### src/rtl/complex_addsub_pipe_if.sv
// Operand/result handshake bundle for complex_addsub_pipe.
interface complex_addsub_pipe_if #(
  parameter int unsigned W = 11
);
  logic           in_valid;
  logic           in_ready;
  logic           op;
  logic [2*W-1:0] A;
  logic [2*W-1:0] B;
  logic           out_valid;
  logic           out_ready;
  logic [2*W-1:0] Y;
  logic           ovf;

  // Producer/consumer side (testbench or surrounding datapath)
  modport master (
    output in_valid, op, A, B, out_ready,
    input  in_ready, out_valid, Y, ovf
  );

  // Block side
  modport slave (
    input  in_valid, op, A, B, out_ready,
    output in_ready, out_valid, Y, ovf
  );
endinterface

### src/rtl/complex_addsub_pipe.sv
// Two-stage pipelined complex adder/subtractor with valid/ready backpressure,
// optional 1/2 scaling with round-half-up, and overflow tracking.
// Build option: define CPLX_ADDSUB_SAT_EN to saturate overflowed components
// instead of wrapping them.
module complex_addsub_pipe #(
  parameter int unsigned W     = 11,
  parameter int unsigned SCALE = 0,
  parameter int unsigned CNT_W = 16
) (
  input  logic                  clk,
  input  logic                  rst,
  complex_addsub_pipe_if.slave  bus,
  input  logic                  ovf_clr,
  output logic                  ovf_sticky,
  output logic [CNT_W-1:0]      ovf_cnt
);

  localparam int unsigned SW = W + 1;

  logic          s1_adv, s2_adv, out_fire, ovf_evt;
  logic [SW-1:0] op_ar, op_ai, op_br, op_bi;
  logic [W:0]    red_r, red_i;

  logic          s1_valid_q, s1_valid_d;
  logic [SW-1:0] s1_sr_q, s1_sr_d, s1_si_q, s1_si_d;
  logic          s2_valid_q, s2_valid_d;
  logic [2*W-1:0] y_q, y_d;
  logic          ovf_q, ovf_d;
  logic          sticky_q, sticky_d;
  logic [CNT_W-1:0] cnt_q, cnt_d;

  function automatic logic [SW-1:0] sext(input logic [W-1:0] x);
    return {x[W-1], x};
  endfunction

  // Map a W+1-bit sum to {ovf, W-bit result}
  function automatic logic [W:0] reduce(input logic [SW-1:0] s);
    logic [SW:0]  r;
    logic [W-1:0] y;
    logic         o;
    r = '0;
    if (SCALE != 0) begin
      r = {s[SW-1], s} + (SW+1)'(1);
      y = W'(r >> 1);
      o = 1'b0;
    end else begin
      o = s[W] ^ s[W-1];
`ifdef CPLX_ADDSUB_SAT_EN
      if (o) y = s[W] ? {1'b1, {(W-1){1'b0}}} : {1'b0, {(W-1){1'b1}}};
      else   y = s[W-1:0];
`else
      y = s[W-1:0];
`endif
    end
    return {o, y};
  endfunction

  // Handshake: in_ready/out_valid forced to their reset values while rst is high
  always_comb begin
    s2_adv        = !s2_valid_q || bus.out_ready;
    s1_adv        = !s1_valid_q || s2_adv;
    bus.in_ready  = s1_adv || rst;
    bus.out_valid = s2_valid_q && !rst;
    out_fire      = bus.out_valid && bus.out_ready;
    ovf_evt       = out_fire && ovf_q;
  end

  // Sign-extend operand components
  always_comb begin
    op_ar = sext(bus.A[2*W-1:W]);
    op_ai = sext(bus.A[W-1:0]);
    op_br = sext(bus.B[2*W-1:W]);
    op_bi = sext(bus.B[W-1:0]);
  end

  // Stage 1: full-precision add/subtract
  always_comb begin
    s1_valid_d = s1_valid_q;
    s1_sr_d    = s1_sr_q;
    s1_si_d    = s1_si_q;
    if (s1_adv) begin
      s1_valid_d = bus.in_valid;
      if (bus.in_valid) begin
        s1_sr_d = bus.op ? (op_ar - op_br) : (op_ar + op_br);
        s1_si_d = bus.op ? (op_ai - op_bi) : (op_ai + op_bi);
      end
    end
  end

  // Stage 2: narrow to W bits and flag overflow
  always_comb begin
    red_r      = reduce(s1_sr_q);
    red_i      = reduce(s1_si_q);
    s2_valid_d = s2_valid_q;
    y_d        = y_q;
    ovf_d      = ovf_q;
    if (s2_adv) begin
      s2_valid_d = s1_valid_q;
      if (s1_valid_q) begin
        y_d   = {red_r[W-1:0], red_i[W-1:0]};
        ovf_d = red_r[W] | red_i[W];
      end
    end
  end

  // Overflow bookkeeping on delivered samples; an event beats a clear
  always_comb begin
    sticky_d = sticky_q;
    cnt_d    = cnt_q;
    if (ovf_evt) begin
      sticky_d = 1'b1;
      if (ovf_clr)          cnt_d = CNT_W'(1);
      else if (cnt_q != '1) cnt_d = cnt_q + CNT_W'(1);
    end else if (ovf_clr) begin
      sticky_d = 1'b0;
      cnt_d    = '0;
    end
  end

  // Control and output registers
  always_ff @(posedge clk) begin
    if (rst) begin
      s1_valid_q <= 1'b0;
      s2_valid_q <= 1'b0;
      y_q        <= '0;
      ovf_q      <= 1'b0;
      sticky_q   <= 1'b0;
      cnt_q      <= '0;
    end else begin
      s1_valid_q <= s1_valid_d;
      s2_valid_q <= s2_valid_d;
      y_q        <= y_d;
      ovf_q      <= ovf_d;
      sticky_q   <= sticky_d;
      cnt_q      <= cnt_d;
    end
  end

  // Stage-1 datapath registers, qualified by s1_valid_q
  always_ff @(posedge clk) begin
    s1_sr_q <= s1_sr_d;
    s1_si_q <= s1_si_d;
  end

  assign bus.Y      = y_q;
  assign bus.ovf    = ovf_q;
  assign ovf_sticky = sticky_q;
  assign ovf_cnt    = cnt_q;

endmodule

### src/flat_wrapper.sv
// flat-port wrapper written by rule: the top's interface ports become plain ports
module complex_addsub_pipe_flat 
#(
  parameter int unsigned W     = 11,
  parameter int unsigned SCALE = 0,
  parameter int unsigned CNT_W = 16
)
  (clk, rst, ovf_clr, ovf_sticky, ovf_cnt, bus_in_valid, bus_op, bus_A, bus_B, bus_out_ready, bus_in_ready, bus_out_valid, bus_Y, bus_ovf);
  complex_addsub_pipe_if #(.W(W)) bus_i ();
  input  logic clk;
  input  logic rst;
  input  logic ovf_clr;
  output logic ovf_sticky;
  output logic [CNT_W-1:0] ovf_cnt;
  input wire logic [$bits(bus_i.in_valid)-1:0] bus_in_valid;
  input wire logic [$bits(bus_i.op)-1:0] bus_op;
  input wire logic [$bits(bus_i.A)-1:0] bus_A;
  input wire logic [$bits(bus_i.B)-1:0] bus_B;
  input wire logic [$bits(bus_i.out_ready)-1:0] bus_out_ready;
  output wire logic [$bits(bus_i.in_ready)-1:0] bus_in_ready;
  output wire logic [$bits(bus_i.out_valid)-1:0] bus_out_valid;
  output wire logic [$bits(bus_i.Y)-1:0] bus_Y;
  output wire logic [$bits(bus_i.ovf)-1:0] bus_ovf;
  assign bus_i.in_valid = bus_in_valid;
  assign bus_i.op = bus_op;
  assign bus_i.A = bus_A;
  assign bus_i.B = bus_B;
  assign bus_i.out_ready = bus_out_ready;
  assign bus_in_ready = bus_i.in_ready;
  assign bus_out_valid = bus_i.out_valid;
  assign bus_Y = bus_i.Y;
  assign bus_ovf = bus_i.ovf;
  complex_addsub_pipe #(.W(W), .SCALE(SCALE), .CNT_W(CNT_W)) u_core (.clk(clk), .rst(rst), .bus(bus_i), .ovf_clr(ovf_clr), .ovf_sticky(ovf_sticky), .ovf_cnt(ovf_cnt));
endmodule
### config.mk
export PLATFORM = sky130hd
export DESIGN_NAME = complex_addsub_pipe_flat
export DESIGN_NICKNAME = d
export VERILOG_FILES = /design/src/rtl/complex_addsub_pipe_if.sv /design/src/rtl/complex_addsub_pipe.sv /design/src/flat_wrapper.sv
export SDC_FILE = /design/constraint.sdc
export NUM_CORES = 1
export LEC_CHECK = 0
export BUFFER_PORTS_ARGS = -buffer_cell sky130_fd_sc_hd__buf_2
export CORE_MARGIN = 2
export CORE_UTILIZATION = 46
export CTS_BUF_LIST = sky130_fd_sc_hd__clkbuf_8
export CTS_CLUSTER_SIZE = 12
export DETAILED_ROUTE_END_ITERATION = 6
export PLACE_DENSITY_LB_ADDON = 0.08
export SYNTH_ARGS = -nofsm -noshare
export SYNTH_HDL_FRONTEND = slang
export SYNTH_SLANG_ARGS = --single-unit
### constraint.sdc
create_clock -name clk -period 3.3 [get_ports clk]
set_input_delay 0.33 -clock clk [delete_from_list [all_inputs] [get_ports clk]]
set_output_delay 0.33 -clock clk [all_outputs]
set_load 0.005 [all_outputs]
; After elaboration in Yosys (flattened, before gate mapping)
; Index checks and enable logic that the tools add are counted.
[op_classes]
reduce_logical = 14
n_mux = 8
bitwise = 3
addsub = 5
n_eq_ne = 1
[ops]
columns = operator, count
row1 = $mux 16, 4
row2 = $add 11x11->12, 2
row3 = $mux 12, 2
row4 = $sub 11x11->12, 2
row5 = $add 16x1->16 const B, 1
row6 = $ne 16x16->1 const B, 1
row7 = $reduce_and 2->1, 3
row8 = $reduce_bool 2->1, 2
row9 = $logic_and 1x1->1, 3
row10 = $logic_not 1->1, 3
row11 = $logic_or 1x1->1, 3
row12 = $mux 1, 2
row13 = $xor 1x1->1, 2
row14 = $or 1x1->1, 1
[word_totals]
wordCells = 39
inputBits = 50
reg_bits = 66

; Depth between registers and ports, before layout
; Gate-level depths: netlist of run 1.
[logic_depth]
word_depth = 6
mapped_depth = 11
mapped_depth_nobuf = 11

; Worst setup path before layout of run 1
; OpenSTA, ideal clock, no wires.
[synth_path]
path_type = in2reg
from = input port bus_op
to = register u_core.s1_sr_q[9], data pin
n_path_buf = 2
t_required_ps = 3105
path_stages = 10
arrival_ps = 2540
setup_ps = 195
path_slack_ps = 565
cell_sequence = clkbuf_1 -> clkbuf_1 -> a21oi_1 -> xnor2_1 -> ha_1 -> a21o_1 -> a31o_2 -> o21ai_0 -> or4b_1 -> o311ai_0
[synth_between]
elab_chain_len = 1
[synth_rtl]
columns = element, line_no
row1 = "start, declared", flat_wrapper.sv:16  ; input wire logic [$bits(bus_i.op)-1:0] bus_op;
row2 = $mux 12, complex_addsub_pipe.sv:84  ; s1_sr_d = bus.op ? (op_ar - op_br) : (op_ar + op_br);
row3 = "end signal, assigned", complex_addsub_pipe.sv:141  ; s1_sr_q <= s1_sr_d;
row4 = "end, declared", complex_addsub_pipe.sv:25  ; logic [SW-1:0] s1_sr_q, s1_sr_d, s1_si_q, s1_si_d;
; Every way passes these cells.
; A chain may end at the register's enable or synchronous reset.

; Final worst setup path of run 1
[layout_path]
from = input port bus_B[14]
to = register u_core.s1_sr_q[9], data pin
[layout_between]
elab_chain_len = 2
word_cells_on_any_way = 3
[layout_rtl]
columns = element, line_no
row1 = "start, declared", flat_wrapper.sv:18  ; input wire logic [$bits(bus_i.B)-1:0] bus_B;
row2 = $add 11x11->12 or $sub 11x11->12 (tied branches), complex_addsub_pipe.sv:84
row3 = $mux 12 *, complex_addsub_pipe.sv:84
; Every way passes the cells marked *; elsewhere a longest branch is shown, timed or not.

==> impl_metrics.csv, run 1 <==
group,metric,value,unit
logic_synthesis,ys_seq_elements,66,
sta,slew-limit-headroom,47.2,%
global_route,globalRouteTotalUtil,18.5,%
layout,post_route_cells_drive_above_1_share,22.0,%
global_route,pin_count_of_the_biggest_net_entering_global_routing,33,
detailed_routing,postRouteAntennaNets,0,
logic_synthesis,syn_area,3890,um^2
setup_path,worst_ep_required_time,3440,ps
floorplan,core_area,8220,um^2
sta,finalMaxSlewViolations,0,
logic_synthesis,synth_top_area_cells,"dfxtp_1 22%, edfxtp_1 19%, ha_1 8.0%",
setup_path,worstPathArrival,2760,ps
global_route,grt_pass1_vias,3063,
sta,finalHoldWorstSlack,279,ps
pwr,seq_power_share,44.3,%
place,dp_hpwl,6260,um
sta,layout_min_cycle_time,2610,ps
logic_synthesis,synth_most_common_cell,"nand2_1",
logic_synthesis,synth_ff_type,"dfxtp_1",
pwr,powerDensity,473,nW/um^2
layout,antenna_diode_count,0,
detailed_routing,postRouteWirelength,8010,um
logic_synthesis,synth_async_sr_flop_share,0,%
run,drv_cap,0,
logic_synthesis,netlist_instances,441,
pwr,reported_net_switching_power,0.597,mW
place,numPortBuffers,91,
logic_synthesis,ys_types,53,
pwr,power.share.switching,27.1,%
pwr,sum_of_internal_switching_and_leakage_power,2.20,mW
logic_synthesis,netlist.top_cell.by_area,"dfxtp_1",
cts,cts.root.buffer_cell,"clkbuf_8",
cts,cts_post_setup_buffers_inserted,0,
logic_synthesis,syn_avg_cell_area,8.83,um^2
outcome,status,"finished clean",
logic_synthesis,synthDominantCellAreaShare,21.6,%
detailed_routing,detail_route.first_pass.iterations,4,
cts,cts_buffers,9,
floorplan,row_count,33,
detailed_routing,post_detailed_route_via_to_cell_ratio,5.28,
place,placed_cells_incl_taps,625,
pwr,power_leakage,1.99,nW
cts,hold_bufs_inserted_after_cts,0,
floorplan,die_height,96.0,um
layout,final-instance-count-excl-fill,641,
cts,cts.path.max_buffers,2,
place,post_dp_cell_area,4430,um^2
cts,cts.htree.levels,3,
pwr,p_int,1.61,mW
setup_path,setup.worst_path.class,"in -> reg",
logic_synthesis,synth_nets,518,
global_route,gr-total-overflow,0,
setup_path,critical_path_peak_fanout,6,
sta,finalHoldViolations,0,
floorplan,die_area,9210,um^2
sta,setup-tns-final,0,ps
sta,max_freq,383,MHz
cts,worst_skew_pair.late_latency,340,ps
layout,fin_nets,608,
layout,syn2layout_area_growth,19.6,%
detailed_routing,drt_drc_violations_left,0,
layout,layout.core_utilization,56.6,%
detailed_routing,dr.first_iter.drc_count,90,
global_route,antenna_found_initial,0,
setup_path,startpoint_type,"input pin",
cts,cts_resized,0,
cts,tritoncts_num_sinks,66,
logic_synthesis,seq_area_frac_synth,40.1,%
setup_path,endpoint_class_of_the_critical_path,"flop",
place,routabilityCongestion,0.777,
pwr,max-vdd-ir-drop,0.202,mV
pwr,clk_pwr_share,34.2,%
sta,unrepaired_setup_endpoints_after_global_routing,"no",
logic_synthesis,synth_commonest_cells,"61 x nand2_1, 54 x a21oi_1, 42 x dfxtp_1, 32 x nor2_1, 32 x xnor2_1",
detailed_routing,wl_per_cell,12.5,um
floorplan,die_x,96.0,um
sta,postLayoutSetupSlackWorst,689,ps
logic_synthesis,synth_edf_count,24,
min_path,hold_path.class,"in -> reg",
sta,post_route_clock_period_utilization,79.1,%
cts,worst_setup_hold_path_clk_slew,70,ps
sta,finalSetupViolations,0,
cts,tritoncts,"yes",
global_route,grt_pass1_wl,13500,um
detailed_routing,detailroute.via_count,3383,
floorplan,top_level_ports,92,
floorplan,initial_utilization,47.4,%
layout,final_cell_area,4650,um^2
sta,timing_worst_slew_pin_value,792,ps
layout,n_fill_cell,785,
logic_synthesis,yosys_warnings,0,
sta,maximum_clock_skew_at_final_layout,7.07,ps
place,pre_cts_slack,358,ps
pwr,share_comb_of_total_power,21.5,%
## path summary, 6_finish.rpt
path	cells after the start	end	slack [ps]	start
setup reg to reg	6	u_core.ovf_cnt[13]	1180	u_core.ovf_cnt[0]
hold reg to reg	2	u_core.ovf_sticky	440	u_core.ovf_sticky
setup / recovery	10	u_core.s1_sr_q[9]	690	bus_B[14]
hold / removal	4	u_core.ovf_sticky	280	ovf_clr
## final cells by class
cell class | count | area, um^2 | area share, %
multi-input cells | 341 | 2190 | 47.1
flip-flops and latches | 66 | 1560 | 33.5
repair buffers | 92 | 463 | 9.95
clock buffers | 10 | 138 | 2.96
well taps | 105 | 131 | 2.82
clock inverters | 6 | 90.1 | 1.94
inverters | 21 | 78.8 | 1.69
## routing by layer
metal	track usage [%]	vias to the layer above	part of all wire (%)
li1	-	1767	-
met4	6.43	0	1.3
met5	0	-	0
met2	29.5	85	44
met1	25.1	1521	49
met3	3.76	10	5.2
## cell families (layout without fill, tap and decap cells)
family / Yosys count / count (layout) / synth area share (%)
simple gates: 147 / 147 / 18.2
compound gates: 126 / 126 / 19.7
flops: 66 / 66 / 40.1
xor+xnor: 39 / 39 / 8.78
buf+inv: 34 / 129 / 3.66
fa+ha+maj: 27 / 27 / 9.06
mux: 2 / 2 / 0.514
## flip-flops by register name, summed over array words and instances, names as in the netlist
name and cells:
u_core.s1_valid_q 1, u_core.ovf_sticky 1, u_core.ovf_cnt 16, u_core.bus.Y 22, u_core.s1_sr_q 12, u_core.s1_si_q 12
u_core.bus.ovf 1, u_core.s2_valid_q 1
## cell usage in the layout (no fill, tap or decap), types with 3 or more instances in the layout
cell type	instances
dfxtp_1	42
a21oi_1	53
nand4_1	3
a311oi_1	3
nor4_1	4
o21ai_0	17
edfxtp_1	24
nor3_1	13
nand2_1	61
nand3_1	6
o21a_1	4
xor2_1	7
a31oi_1	18
ha_1	25
clkbuf_8	10
nor2_1	32
a41oi_1	3
nand2b_1	6
o31ai_1	3
inv_1	21
a211oi_1	6
a21o_1	4
buf_2	91
xnor2_1	32
and3_1	6
## worst max-delay path: stages
cell      delay [ps]
buf_2            130
nor4_2           490
a21oi_1          160
xnor2_1          160
ha_1             350
a21o_1           180
a31o_2           210
o21ai_0          190
or4b_1           450
o311ai_0         100
## power by group through the flow
stage | Clock, mW | Sequential, mW | Combinational (mW)
after floorplan | 0 | 0.990 | 0.340
after global placement | 0 | 0.992 | 0.471
after detailed placement | 0 | 0.994 | 0.476
after CTS | 0.775 | 0.976 | 0.478
after global routing | 0.814 | 0.983 | 0.546
final | 0.754 | 0.975 | 0.474
Note: power is estimated with default switching activity, not from simulation.
==> inputs of run 2 (changes only) <==
==> constraint.sdc (replaced) <==
create_clock -name clk -period 2.41 [get_ports clk]
set_input_delay 0.241 -clock clk [delete_from_list [all_inputs] [get_ports clk]]
set_output_delay 0.241 -clock clk [all_outputs]
set_load 0.005 [all_outputs]
==> run 2 against run 1 <==
- core utilization up 3.4 points
- sequential share of layout area down 1.9 points
- wire length is 7.4% higher
- clock power is 0.9% higher
- largest power group unchanged
- register-to-register slack lost 800 ps
==> impl_metrics.csv, run 2 (synthesis gave the netlist of run 1 again) <==
group,metric,value,unit
setup_path,setup.worst_path.class,"in -> reg",
detailed_routing,detail_route.first_pass.iterations,4,
cts,cts.root.buffer_cell,"clkbuf_8",
cts,hold_bufs_inserted_after_cts,0,
detailed_routing,postRouteAntennaNets,0,
cts,cts.htree.levels,3,
sta,finalHoldWorstSlack,218,ps
cts,tritoncts_num_sinks,66,
floorplan,core_area,8220,um^2
global_route,grt_use_met1,26.2,%
place,numPortBuffers,91,
run,drv_cap,0,
floorplan,initial_utilization,47.4,%
global_route,pin_count_of_the_biggest_net_entering_global_routing,32,
cts,tritoncts,"yes",
layout,syn2layout_area_growth,26.6,%
global_route,gr-total-overflow,0,
layout,fin_nets,652,
detailed_routing,wl_per_cell,12.6,um
setup_path,critPathMaxStageDelay,440,ps
setup_path,worst_ep_required_time,2540,ps
global_route,antenna_found_initial,0,
min_path,hold_path.class,"in -> reg",
detailed_routing,postRouteWirelength,8600,um
setup_path,worstPathArrival,2330,ps
layout,antenna_diode_count,0,
place,dp_hpwl,6870,um
sta,finalHoldViolations,0,
cts,worst_skew_pair.late_latency,330,ps
sta,layout_min_cycle_time,2200,ps
layout,mostFrequentLayoutCells,"91 x buf_2, 61 x nand2_1, 53 x a21oi_1, 45 x buf_4, 42 x dfxtp_1",
global_route,globalRouteTotalUtil,19.7,%
global_route,fraction_of_met2_tracks_used_by_global_routing,32.5,%
setup_path,startpoint_type,"input pin",
cts,cts.path.max_buffers,2,
place,routabilityCongestion,0.861,
pwr,sum_of_internal_switching_and_leakage_power,2.86,mW
detailed_routing,drt_drc_violations_left,0,
pwr,powerDensity,580,nW/um^2
sta,finalMaxSlewViolations,0,
sta,unrepaired_setup_endpoints_after_global_routing,"no",
setup_path,critical_path.top_delay_family,"compound AO/OA/AOI/OAI gates",
global_route,grt_use_met3,2.98,%
floorplan,top_level_ports,92,
setup_path,worst-path-buf-inv,2,
sta,max_freq,455,MHz
sta,slew-limit-headroom,51.4,%
floorplan,die_area,9210,um^2
layout,final_common_cell,"buf_2",
pwr,max-vdd-ir-drop,0.226,mV
sta,finalSetupViolations,0,
detailed_routing,post_detailed_route_via_to_cell_ratio,5.16,
setup_path,critical-path-slowest-cell,"or4b_1",
cts,worst_setup_hold_path_clk_slew,70,ps
global_route,grt_pass1_wl,14300,um
cts,cts_post_setup_buffers_inserted,0,
detailed_routing,dr.first_iter.drc_count,104,
layout,post_route_cells_drive_above_1_share,27.4,%
floorplan,die_height,96.0,um
sta,maximum_clock_skew_at_final_layout,7.65,ps
outcome,status,"finished clean",
cts,cts_resized,0,
global_route,grt_pass1_vias,3283,
detailed_routing,detailroute.via_count,3536,
sta,setup-tns-final,0,ps
cts,cts_buffers,9,
pwr,power_leakage,2.19,nW
layout,largest_register_ff_count,22,
setup_path,critical_path_peak_fanout,4,
sta,post_route_clock_period_utilization,91.1,%
sta,timing_worst_slew_pin_value,727,ps
floorplan,row_count,33,
setup_path,critPathMostFrequentCell,"ha_1",
setup_path,endpoint_class_of_the_critical_path,"flop",
global_route,gr-max-usage-layer,"met2",
setup_path,regToRegSetupSlack,380,ps
floorplan,die_x,96.0,um
setup_path,cp_cell_sequence,"buf_2, inv_1, ha_1, a21oi_1, xnor2_1, ha_1, a21o_1, a31o_2, o21ai_1, or4b_1, o311ai_0",
[run 2: path summary, 6_finish.rpt]
path | startpoint | end | cells past startpoint
worst max-delay path | bus_B[11] | u_core.s1_sr_q[9] | 11
worst min-delay path | bus_in_valid | u_core.s1_valid_q | 3
worst max register to register | u_core.ovf_cnt[1] | u_core.ovf_cnt[13] | 6
worst min register to register | u_core.bus.Y[6] | u_core.bus.Y[6] | 2
[run 2: area by class of cell]
class | count | area [um^2]
sequential | 66 | 1560
inverter | 21 | 78.8
tap | 105 | 131
multi-input combinational | 341 | 2200
clock inverter | 6 | 26.3
timing repair buffer | 136 | 793
clock buffer | 10 | 138
fill | 767 | 3290
[run 2: stage by stage]
stage,util (%),std cells,setup WS [ps],cell area (um^2)
after floorplan,-,441,0.772,3910
after global routing,60.0,685,59.1,4930
after detailed placement,58.0,669,-148,4770
after CTS,60.0,685,209,4930
final,60.0,685,214,4930
after global placement,58.0,669,-68.8,4770
[run 2: worst register-to-register path: cells and delay by family, from the launching register on]
| kind | cells | cell delay (ps) |
|---|---|---|
| AOI/OAI and AO/OA | 2 | 500 |
| adders and majority gates | 1 | 270 |
| DFF | 1 | 400 |
| and+or+nand+nor | 3 | 750 |
[run 2: per-layer routing]
| metal | vias to the layer above | share of wire, % |
|---|---|---|
| met3 | 9 | 4.0 |
| met1 | 1582 | 50 |
| met4 | 0 | 1.5 |
| li1 | 1861 | - |
| met2 | 84 | 45 |
| met5 | - | 0 |
[run 2: report_power, final]
group          switching [mW]  internal [mW]  total (mW)
clock network           0.377          0.384       0.761
logic                   0.386          0.376       0.761
registers              0.0403           1.30        1.34
total                   0.803           2.06        2.86
==> inputs of run 3 (changes only) <==
--- a/config.mk
+++ b/config.mk
@@ -5,6 +5,7 @@
 export SDC_FILE = /design/constraint.sdc
 export NUM_CORES = 1
 export LEC_CHECK = 0
+export ABC_AREA = 1
 export BUFFER_PORTS_ARGS = -buffer_cell sky130_fd_sc_hd__buf_2
 export CORE_MARGIN = 2
 export CORE_UTILIZATION = 46
==> run 3 against run 2 <==
- clock power is 5.9% higher
- via count rose by 14%
- non-clock buffer count shrank 30
- register-to-register slack gained 320 ps
- fmax is 3.1% higher
- wire length is 14% higher
- clock-buffer cell count up 1
==> impl_metrics.csv, run 3 <==
group,metric,value,unit
setup_path,endpoint_class_of_the_critical_path,"flop",
global_route,grt_use_met3,3.24,%
detailed_routing,detail_route.first_pass.iterations,4,
setup_path,critical_path_peak_fanout,4,
logic_synthesis,synth_most_common_cell,"nand2_1",
sta,max_freq,469,MHz
setup_path,cp.depth,16,
setup_path,critPathMaxStageDelay,350,ps
sta,maximum_clock_skew_at_final_layout,5.74,ps
sta,timing_worst_slew_pin_value,470,ps
setup_path,critical_path.top_delay_family,"simple AND/OR/NAND/NOR gates",
setup_path,r2r_start,"u_core.ovf_cnt[0]",
logic_synthesis,synthDominantCellAreaShare,19.2,%
logic_synthesis,synth_edf_count,24,
place,dp_hpwl,8090,um
layout,fin_nets,787,
floorplan,initial_utilization,47.4,%
logic_synthesis,synth_ff_type,"dfxtp_1",
detailed_routing,detailroute.via_count,4024,
layout,final_common_cell,"nand2_1",
logic_synthesis,syn_avg_cell_area,7.25,um^2
layout,antenna_diode_count,0,
global_route,fraction_of_met2_tracks_used_by_global_routing,34.3,%
setup_path,setup.worst_path.class,"in -> reg",
sta,finalSetupViolations,0,
logic_synthesis,netlist_instances,604,
layout,largest_register_ff_count,22,
floorplan,row_count,35,
floorplan,top_level_ports,92,
place,numPortBuffers,91,
pwr,seq_power_share,46.4,%
cts,cts_buffers,9,
logic_synthesis,yosys_warnings,0,
cts,cts_post_setup_buffers_inserted,0,
logic_synthesis,seq_area_frac_synth,35.7,%
sta,slew-limit-headroom,68.4,%
min_path,hold_path.class,"in -> reg",
sta,finalMaxSlewViolations,0,
setup_path,startpoint_type,"input pin",
logic_synthesis,ys_seq_elements,66,
global_route,antenna_found_initial,0,
logic_synthesis,synth_async_sr_flop_share,0,%
detailed_routing,drt_drc_violations_left,0,
cts,tritoncts_num_sinks,66,
detailed_routing,postRouteAntennaNets,0,
setup_path,worst-path-buf-inv,4,
run,drv_cap,0,
global_route,globalRouteTotalUtil,19.8,%
pwr,powerDensity,552,nW/um^2
place,post_dp_cell_area,5040,um^2
setup_path,worst_ep_required_time,2490,ps
layout,post_route_cells_drive_above_1_share,19.9,%
pwr,p_int,2.02,mW
global_route,grt_pass1_vias,3763,
floorplan,die_height,102,um
cts,cts.root.buffer_cell,"clkbuf_8",
logic_synthesis,synth_commonest_cells,"133 x nand2_1, 90 x inv_1, 81 x nor2_1, 45 x nand3_1, 42 x dfxtp_1",
logic_synthesis,netlist.top_cell.by_area,"dfxtp_1",
sta,unrepaired_setup_endpoints_after_global_routing,"no",
pwr,max-vdd-ir-drop,0.246,mV
pwr,reported_net_switching_power,0.856,mW
setup_path,critical_path.reg2reg.endpoint,"u_core.ovf_cnt[9]",
setup_path,worstRegToRegCells,9,
sta,finalHoldViolations,0,
floorplan,die_area,10300,um^2
setup_path,critical-path-slowest-cell,"ha_1",
setup_path,worstPathArrival,2210,ps
layout,final_cell_area,5220,um^2
logic_synthesis,synth_top_area_cells,"dfxtp_1 19%, edfxtp_1 16%, nand2_1 11%",
pwr,clk_pwr_share,28.0,%
detailed_routing,dr.first_iter.drc_count,128,
floorplan,core_area,9240,um^2
floorplan,die_x,102,um
cts,worst_skew_pair.late_latency,330,ps
cts,hold_bufs_inserted_after_cts,0,
pwr,share_comb_of_total_power,25.6,%
detailed_routing,post_detailed_route_via_to_cell_ratio,4.77,
setup_path,regToRegSetupSlack,700,ps
global_route,gr-max-usage-layer,"met2",
pwr,power.share.switching,29.7,%
detailed_routing,postRouteWirelength,9810,um
setup_path,critPathMostFrequentCell,"nand2_1",
outcome,status,"finished clean",
pwr,power_leakage,2.66,nW
cts,cts_resized,0,
logic_synthesis,syn_area,4380,um^2
global_route,gr-total-overflow,0,
cts,worst_setup_hold_path_clk_slew,70,ps
cts,cts.path.max_buffers,2,
sta,post_route_clock_period_utilization,88.4,%
global_route,grt_use_met1,25.0,%
detailed_routing,wl_per_cell,11.6,um
layout,layout.core_utilization,56.5,%
layout,mostFrequentLayoutCells,"133 x nand2_1, 93 x inv_1, 91 x buf_2, 81 x nor2_1, 45 x nand3_1",
logic_synthesis,synth_nets,681,
setup_path,critical_path.startpoint,"bus_B[0]",
logic_synthesis,ys_types,35,
setup_path,endpoint,"u_core.s1_si_q[9]",
global_route,pin_count_of_the_biggest_net_entering_global_routing,25,
setup_path,cp_cell_sequence,"buf_2, inv_1, ha_1, nand2_1, o21ai_0, buf_4, xnor2_1, inv_1, ha_1, nand2_1, nor2_1, nand2_1, nand3_1, nand2_1, nand3_1, nand2_1",
place,routabilityCongestion,0.889,
sta,layout_min_cycle_time,2130,ps
layout,syn2layout_area_growth,19.2,%
cts,cts.htree.levels,3,
global_route,grt_pass1_wl,16500,um
cts,tritoncts,"yes",
run 3: how the worst min path moves through the flow:
stage / slack [ps] / startpoint / cells past startpoint / end
3_3_place_gp: 460 / u_core.s1_valid_q / 2 / u_core.s2_valid_q
3_5_place_dp: 470 / u_core.bus.Y[8] / 2 / u_core.bus.Y[8]
6_report: 190 / bus_in_valid / 3 / u_core.s1_valid_q
2_1_floorplan: 410 / bus_in_valid / 2 / u_core.s1_valid_q
5_1_grt: 170 / bus_in_valid / 3 / u_core.s1_valid_q
4_1_cts: 160 / bus_in_valid / 3 / u_core.s1_valid_q
run 3: worst min-delay path, stage by stage:
cell	delay, ps
buf_2	90
nand2_1	70
a21oi_1	60
run 3: layout make-up:
| type | count | area [um^2] |
|---|---|---|
| multi-input combinational | 436 | 2410 |
| clock inverter | 5 | 23.8 |
| clock buffer | 11 | 151 |
| tap | 129 | 161 |
| timing repair buffer | 106 | 568 |
| inverter | 91 | 342 |
| fill | 912 | 4020 |
| sequential | 66 | 1560 |
run 3: cells by family (layout without fill, tap and decap cells):
logic type | count (synthesis) | in the layout | share of synthesized area (%)
adder cells (fa/ha/maj) | 27 | 27 | 8.06
XOR/XNOR | 35 | 35 | 7.00
buffers and inverters | 102 | 213 | 9.29
flip-flops | 66 | 66 | 35.7
AO/OA/AOI/OAI | 77 | 77 | 9.95
AND/OR/NAND/NOR | 297 | 297 | 30.0
run 3: power by group through the flow:
stage	sequential (mW)	clock (mW)	combinational [mW]
detailed placement	1.36	0	0.745
global route	1.35	0.887	0.852
global placement	1.36	0	0.726
floorplan	1.35	0	0.513
CTS	1.34	0.834	0.747
finish	1.34	0.806	0.738
run 3: per-layer routing:
layer	vias to the layer above	part of all wire (%)
li1	2159	-
met1	1769	47
met2	90	48
met3	6	4.5
met4	0	0.92
met5	-	0
run 3: through the flow:
| stage | setup slack [ps] | TNS, ps | total power, mW | std cells | hold WS, ps |
|---|---|---|---|---|---|
| detailed placement | -55.9 | -105 | 2.11 | 828 | 466 |
| floorplan | 222 | 0 | 1.87 | 604 | 406 |
| global placement | 40.0 | 0 | 2.09 | 828 | 460 |
| global route | 50.7 | 0 | 3.09 | 844 | 170 |
| CTS | 301 | 0 | 2.92 | 844 | 164 |
| finish | 280 | 0 | 2.88 | 844 | 186 |
